**src/rtl/byte_queue_pkg.sv**
```systemverilog
// byte_queue_pkg: shared capture-state type and default sizes for the byte queue
package byte_queue_pkg;
    typedef enum logic [1:0] {IDLE, ACK, WAIT_DROP} cap_state_t;
    localparam int BQ_DEPTH = 8;
    localparam int BQ_WIDTH = 8;
endpackage

```
**src/rtl/byte_ack_fsm.sv**
```systemverilog
// byte_ack_fsm: capture handshake toward the deserializer
//   clk_100mhz, reset (async, active-low)
//   byte_ready : deserializer data_ready level
//   full       : queue has no free entry
//   push       : write the offered byte this edge
//   ack_out    : one-cycle acknowledge pulse to the deserializer
module byte_ack_fsm
    import byte_queue_pkg::*;
(
    input  logic clk_100mhz,
    input  logic reset,
    input  logic byte_ready,
    input  logic full,
    output logic push,
    output logic ack_out
);
    cap_state_t state, state_nxt;

    always_ff @(posedge clk_100mhz or negedge reset)
        if (!reset) state <= IDLE;
        else        state <= state_nxt;

    // WAIT_DROP holds off capture until data_ready falls, so a level that
    // lingers after the ack is never taken as a second byte.
    always_comb begin
        push      = (state == IDLE) && byte_ready && !full;
        ack_out   = (state == ACK);
        state_nxt = push ? ACK :
                    (state == ACK) ? WAIT_DROP :
                    (state == WAIT_DROP && !byte_ready) ? IDLE : state;
    end
endmodule

```
**src/rtl/byte_queue.sv**
```systemverilog
// byte_queue: captures deserializer bytes with an ack handshake into a circular FIFO
//   clk_100mhz, reset (async, active-low)
//   byte_in/byte_ready/ack_out : deserializer side
//   data_out/valid_out/ready_in : show-ahead consumer side
//   count_out : occupancy 0..DEPTH, full_out : count_out == DEPTH
module byte_queue
    import byte_queue_pkg::*;
#(
    parameter int DEPTH = BQ_DEPTH,
    parameter int WIDTH = BQ_WIDTH
) (
    input  logic                     clk_100mhz,
    input  logic                     reset,
    input  logic [WIDTH-1:0]         byte_in,
    input  logic                     byte_ready,
    output logic                     ack_out,
    output logic [WIDTH-1:0]         data_out,
    output logic                     valid_out,
    input  logic                     ready_in,
    output logic [$clog2(DEPTH):0]   count_out,
    output logic                     full_out
);
    localparam int PTR_W = $clog2(DEPTH);
    localparam int CNT_W = PTR_W + 1;

    logic [WIDTH-1:0] mem [DEPTH];
    logic [PTR_W-1:0] wr_ptr, rd_ptr;
    logic [CNT_W-1:0] count;
    logic             push, pop;

    byte_ack_fsm u_fsm (
        .clk_100mhz (clk_100mhz),
        .reset      (reset),
        .byte_ready (byte_ready),
        .full       (full_out),
        .push       (push),
        .ack_out    (ack_out)
    );

    assign valid_out = count != '0;
    assign full_out  = count == CNT_W'(DEPTH);
    assign count_out = count;
    assign pop       = valid_out && ready_in;
    assign data_out  = valid_out ? mem[rd_ptr] : '0;

    always_ff @(posedge clk_100mhz)
        if (push) mem[wr_ptr] <= byte_in;

    // Occupancy is its own counter; push is already blocked when full,
    // so simultaneous push/pop nets to zero change.
    always_ff @(posedge clk_100mhz or negedge reset)
        if (!reset) begin
            wr_ptr <= '0;
            rd_ptr <= '0;
            count  <= '0;
        end else begin
            if (push) wr_ptr <= wr_ptr + PTR_W'(1);
            if (pop)  rd_ptr <= rd_ptr + PTR_W'(1);
            count <= count + CNT_W'(push) - CNT_W'(pop);
        end
endmodule

```
**config.mk**
```make
export PLATFORM = sky130hd
export DESIGN_NAME = byte_queue
export DESIGN_NICKNAME = d
export VERILOG_FILES = /design/src/rtl/byte_queue_pkg.sv /design/src/rtl/byte_ack_fsm.sv /design/src/rtl/byte_queue.sv
export SDC_FILE = /design/constraint.sdc
export NUM_CORES = 1
export LEC_CHECK = 0
export CAP_MARGIN = 20
export CORE_MARGIN = 1
export CORE_UTILIZATION = 30
export CTS_BUF_LIST = sky130_fd_sc_hd__clkbuf_8
export DETAILED_ROUTE_END_ITERATION = 12
export SYNTH_ARGS = -nofsm -noshare
export SYNTH_HDL_FRONTEND = slang
export SYNTH_SLANG_ARGS = --single-unit
```
**constraint.sdc**
```tcl
create_clock -name clk_100mhz -period 3.85 [get_ports clk_100mhz]
set_input_delay 0.385 -clock clk_100mhz [delete_from_list [all_inputs] [get_ports clk_100mhz]]
set_output_delay 0.385 -clock clk_100mhz [all_outputs]
set_load 0.01 [all_outputs]
```
==> results of run 1 <==
-- through the flow --
stage,utilization [%],area [sq um],cells
2_1_floorplan,-,3170,194
3_3_place_gp,35.0,3600,354
3_5_place_dp,35.0,3600,354
4_1_cts,36.9,3790,370
5_1_grt,36.9,3790,370
6_report,36.9,3790,370
-- placed cells by master, fill, tap and decap left out, types with 3 or more instances in the layout --
cell,count
ha_1,8
xnor2_1,4
buf_4,6
clkdlybuf4s50_1,26
edfxtp_1,64
nand3_1,3
nor2b_1,3
mux2i_1,32
clkbuf_8,9
clkinvlp_4,3
a22oi_1,16
dfrtp_1,12
nor2_1,4
nor3_1,4
and3_1,8
nand2_1,3
inv_1,9
-- cell families after synthesis --
family | after synthesis
mux | 34
fa+ha+maj | 9
buf+inv | 16
compound gates | 19
flops | 76
simple gates | 34
xor+xnor | 6
-- cell type report --
type	instances	share of cell area [%]
flip-flops and latches	76	58.7
clock inverters	7	1.82
clock buffers	9	3.27
inverters	8	0.793
multi-input cells	102	22.9
well taps	136	4.49
repair buffers	32	8.06
-- registers in the layout (all words and copies together), names as in the netlist --
signal and flops:
mem 64, count_out 4, rd_ptr 3, wr_ptr 3, u_fsm.state 2
-- Yosys cell counts (3+ instances only) --
cell      instances  area (sq um)
nand3_1           3          15.0
nand2_1           3          11.3
dfrtp_1          12           300
xnor2_1           4          35.0
a22oi_1          16           120
inv_1             8          30.0
and3_1            8          50.1
mux2i_1          32           320
ha_1              8           100
nor2_1            4          15.0
edfxtp_1         64          1920
nor2b_1           3          18.8
nor3_1            4          20.0
-- power by group --
part	internal (W)	switching [W]	leakage, nW
Sequential	0.00102	0.0000941	0.719
Clock	0.000296	0.000288	0.0903
Combinational	0.000546	0.000527	0.585
Total	0.00186	0.000909	1.39
-- worst paths after layout --
| path | from | endpoint | slack (ps) | cells after the start |
|---|---|---|---|---|
| min in group clk_100mhz | u_fsm.state[0]$_DFFE_PN0P_ | u_fsm.state[1]$_DFFE_PN0P_ | 530 | 1 |
| max reg2reg | count_out[2]$_DFF_PN0_ | count_out[2]$_DFF_PN0_ | 1290 | 10 |
| max in group asynchronous | reset | count_out[0]$_DFF_PN0_ | 3070 | 1 |
| max | rd_ptr[0]$_DFFE_PN0P_ | data_out[3] | 1130 | 4 |
| min | reset | count_out[1]$_DFF_PN0_ | 410 | 1 |
| min reg2reg | u_fsm.state[0]$_DFFE_PN0P_ | u_fsm.state[1]$_DFFE_PN0P_ | 530 | 1 |
-- metal layers --
layer | global-route usage (%) | up-vias
met3 | 2.18 | 7
met2 | 18.4 | 32
met4 | 5.73 | 0
met1 | 15.4 | 824
li1 | - | 808
met5 | 0 | -
==> parameters.txt, run 1 <==
Parameter                              Value

Floorplan
  Vertical extent of the die    105 microns
  Initial cell density of the core    30.8%
  Boundary Pins    27
  Area of the placeable core    0.0103 sq mm
  Cell row count    37
  Die ar.    0.0110 sq mm
  Horizontal extent of the die    105 microns

Detailed routing
  Pre-antenna DRT Iters    4
  Number of DRC violations after detailed routing    0
  Number of DRC violations after detailed-routing iteration 0    64
  Total via count after detailed routing    1,671
  Wire length reported by the detailed router    5.91 mm
  Routed len/inst    16.0 microns
  Ratio of routed vias to standard cells    4.52
  Sum of met3 wire segment lengths after detailed routing    254 microns
  Detail Route Antenna Nets    0
  Metal1 wirelength    2.72 mm
  Highest metal layer with signal wires    met4
  Met2 routed wirelength    2.84 mm

Timing
  Setup repair after global routing missed its margin    false
  Number of pins with negative max-slew slack in the final report    0
  Worst clock skew    8.32 ps
  Worst relative slew slack    38.7%
  Final Hold Slack    406 ps
  Tmin final    2720 ps
  Setup violations, final    0
  TNS Setup    0 ps
  Fmax    0.367 GHz
  Least-Margin Pin Slew    916 ps
  Final Hold Viols    0
  Share of the clock period used by the worst path after layout    70.7%
  Least setup slack across all paths after layout    1130 ps

Pwr
  Maximum vdd ir drop    0.250 mV
  Power consumption    0.00277 W
  Static Leakage    1.39 nW
  Power density cells    732 mW/mm^2

Setup path
  Worst setup EP type    primary output
  Worst-path cell with the longest stage delay    nor2b_1
  Startpoint-to-endpoint class of the critical path    register to primary output
  Number of buffers and inverters on the critical path    1
  Cell family with the largest share of critical-path delay    simple AND/OR/NAND/NOR gates
  Critical Path Start Type    register
  WP data required    3460 ps
  Maximum net fanout on the critical path    8
  Highest cell delay on the worst timing path    650 ps
  Crit path arrival time    2340 ps
  Cells traversed along the worst timing path    nor2b_1 -> a22oi_1 -> and3_1 -> clkdlybuf4s50_1

Clock network
  Clock buffer count from CTS    9
  CTS tree    done
  Hold Buf Count CTS    0
  H-tree depth reported by CTS    3
  Count of cells resized by post-cts repair    0
  Clock Path Buffers    2
  Root cell of the clock tree    clkbuf_8
  Clock Sink Count    76
  Worst skew pair latency    340 ps
  Clock-pin slew on the worst setup and hold paths    80 ps
  Postcts setup bufs    0

Finish
  Combined area of the multi-input logic cells    868 sq um
  Final net count    250
  Antenna diode count    0
  FILL cells    1,008
  Fraction of final layout cells with drive strength greater than 1    11.5%
  FF+latch area    0.00222 sq mm
  Layout overhead on the synthesized area    19.6%

GRT
  Aggregate global-route resource usage    11.7%
  Congestion Overflow GR    0
  Number of global-route vias before repair    1,707
  Wire length of the first global-routing pass    9.35 mm
  Pin count of the biggest net entering global routing    35
  Initial antenna violation count    0

Yosys
  Number of warnings issued by yosys    0
  Fraction of the mapped netlist area in adder cells    3.79%
  Largest family of logic cells by synthesized area    multiplexers
  Async S/R FF share, synth    15.8%
  Share of the synthesized netlist area taken by xor and xnor gates    1.66%
  Top flip-flop cell by instance count after synthesis    edfxtp_1
  Proportion of synthesized chip area in sequential cells    70.1%
  Share of the synthesized area in compound gates (AO/OA/AOI/OAI)    4.42%
  Distinct cells, synth    32
  Syn avg cell area    16.3 sq um
  Mapped Area    0.00317 sq mm
  Synthesized Nets    215
  Number of enable flip-flop cells after synthesis    64
  Mapped Cells    194
  Simple-gate share of the synthesized area    6.40%
  FF+latch count, synth    76
  Multiplexer share of the synthesized area    10.9%

Worst hold path
  Hold crit path type    primary input to async pin

Job
  Max cap viols    0

Placed design
  Count of port buffers added during placement    26
  Worst slack at placement    1280 ps
  Placed wire-length estimate    3.60 mm
  Final Wtd Congestion    0.704

Run status
  Outcome    complete, no violations
No activity file was read; power rests on OpenSTA's default activity.
==> run 2: changes to the inputs <==
==> constraint.sdc (replaced) <==
create_clock -name clk_100mhz -period 2.4 [get_ports clk_100mhz]
set_input_delay 0.24 -clock clk_100mhz [delete_from_list [all_inputs] [get_ports clk_100mhz]]
set_output_delay 0.24 -clock clk_100mhz [all_outputs]
set_load 0.01 [all_outputs]
==> parameters.txt, run 2 (synthesized netlist as in run 1, its figures left out) <==
Parameter                              Value

Detailed routing
  Ratio of routed vias to standard cells    4.55
  Total via count after detailed routing    1,720
  Wire length reported by the detailed router    5.93 mm
  Number of DRC violations after detailed-routing iteration 0    80
  Pre-antenna DRT Iters    4
  Number of DRC violations after detailed routing    0
  Routed len/inst    15.7 microns
  Detail Route Antenna Nets    0

Finish
  Most common cell after layout, fill and taps aside    edfxtp_1
  Final instance area    0.00389 sq mm
  Flip-flop count of the largest register after layout    64
  Fraction of final layout cells with drive strength greater than 1    18.6%
  Antenna diode count    0
  Layout overhead on the synthesized area    22.9%
  Register bank with the most flops    mem
  Final net count    258
  Most frequent cells in the layout    edfxtp_1, mux2i_1, clkdlybuf4s50_1, a22oi_1

Floorplan
  Cell row count    37
  Die ar.    0.0110 sq mm
  Initial cell density of the core    30.8%
  Horizontal extent of the die    105 microns
  Vertical extent of the die    105 microns
  Boundary Pins    27
  Area of the placeable core    0.0103 sq mm

Setup path
  Worst setup EP type    primary output
  Critical Path Start Type    register
  Maximum net fanout on the critical path    10
  Worst reg2reg path endpoint    count_out[1]$_DFF_PN0_
  WP data required    2160 ps
  Startpoint-to-endpoint class of the critical path    register to primary output
  Crit path arrival time    2050 ps
  Worst setup slack for register-to-register paths    130 ps
  Number of cells traversed by the worst register-to-register path    10
  Start of the worst register-to-register path    count_out[3]$_DFF_PN0_

GRT
  Congestion Overflow GR    0
  Initial antenna violation count    0
  Aggregate global-route resource usage    11.5%
  Global-route met2 utilization    18.4%
  Wire length of the first global-routing pass    9.12 mm
  Global routing's busiest layer    met2
  GRT met1 Usage    13.9%
  Pin count of the biggest net entering global routing    35
  Number of global-route vias before repair    1,737
  Grt met3 use    2.18%

Timing
  Worst relative slew slack    61.4%
  Setup repair after global routing missed its margin    false
  Tmin final    2290 ps
  Share of the clock period used by the worst path after layout    95.4%
  Fmax    0.437 GHz
  TNS Setup    0 ps
  Setup violations, final    0
  Least-Margin Pin Slew    577 ps
  Worst clock skew    12.6 ps
  Final Hold Viols    0
  Number of pins with negative max-slew slack in the final report    0

Placed design
  Placed wire-length estimate    3.59 mm
  Final Wtd Congestion    0.705
  Dpl cell area    0.00365 sq mm
  Count of port buffers added during placement    26

Clock network
  Hold Buf Count CTS    0
  CTS tree    done
  Clock Sink Count    76
  Worst skew pair latency    350 ps
  Clock-pin slew on the worst setup and hold paths    80 ps
  Clock Path Buffers    2
  H-tree depth reported by CTS    3
  Clock buffer count from CTS    9
  Root cell of the clock tree    clkbuf_8

Worst hold path
  Hold crit path type    primary input to async pin

Run status
  Outcome    complete, no violations

Pwr
  Maximum vdd ir drop    0.515 mV
  Power density cells    1150 mW/mm^2
  Static Leakage    1.45 nW

Job
  Max cap viols    0
[run 2: critical path, stage by stage (launching register included)]
cell and delay (ps):
dfrtp_1 410, inv_1 70, ha_2 150, or3b_4 370, buf_4 140, buf_6 140
and3_1 150, dlygate4sd2_1 280
[run 2: layout make-up]
| cell class | instances | area [sq um] |
|---|---|---|
| well taps | 136 | 170 |
| fillers | 999 | 6380 |
| multi-input cells | 102 | 898 |
| clock inverters | 7 | 72.6 |
| repair buffers | 40 | 375 |
| inverters | 8 | 30.0 |
| flip-flops and latches | 76 | 2220 |
| clock buffers | 9 | 124 |
[run 2: how the worst max path moves through the flow]
stage / startpoint / endpoint / slack, ps / cells after the start
after floorplan: count_out[2]$_DFF_PN0_ / count_out[2]$_DFF_PN0_ / 150 / 10
after global placement: count_out[2]$_DFF_PN0_ / count_out[2]$_DFF_PN0_ / 120 / 10
after detailed placement: count_out[2]$_DFF_PN0_ / count_out[2]$_DFF_PN0_ / 80 / 10
after CTS: count_out[2]$_DFF_PN0_ / count_out[2]$_DFF_PN0_ / 40 / 10
after global routing: count_out[2]$_DFF_PN0_ / data_out[1] / 6 / 7
final: count_out[3]$_DFF_PN0_ / data_out[4] / 110 / 7
[run 2: timing repair]
item                                    in CTS  in global routing
buffers inserted                             0                  3
gates cloned                                 0                  0
endpoints found under the setup margin       8                  3
endpoints found under the hold margin        0                  0
gates resized for setup                     12                  8
pin swaps                                    0                  2
[run 2: stage by stage]
step                hold slack (ps)  cells  utilization [%]  total power (W)  worst slack (ps)
CTS                             254    375             37.4          0.00449              42.5
floorplan                     -55.6    194                -          0.00292               146
finish                          255    378             37.9          0.00449               110
global route                    278    378             37.9          0.00478              6.14
global placement                503    359             35.5          0.00359               117
detailed placement              517    359             35.5          0.00361              79.6
[run 2: per-layer routing]
metal	part of all wire (%)	vias to the layer above
met1	46	855
met5	0	-
li1	-	821
met2	49	34
met4	2.3	0
met3	2.5	10
[run 2: report_power, final]
group          leakage, nW  internal (W)  switching, W
Sequential           0.719       0.00164      0.000164
Combinational        0.638      0.000872      0.000857
Clock               0.0976      0.000484      0.000478
Total                 1.45       0.00299       0.00150
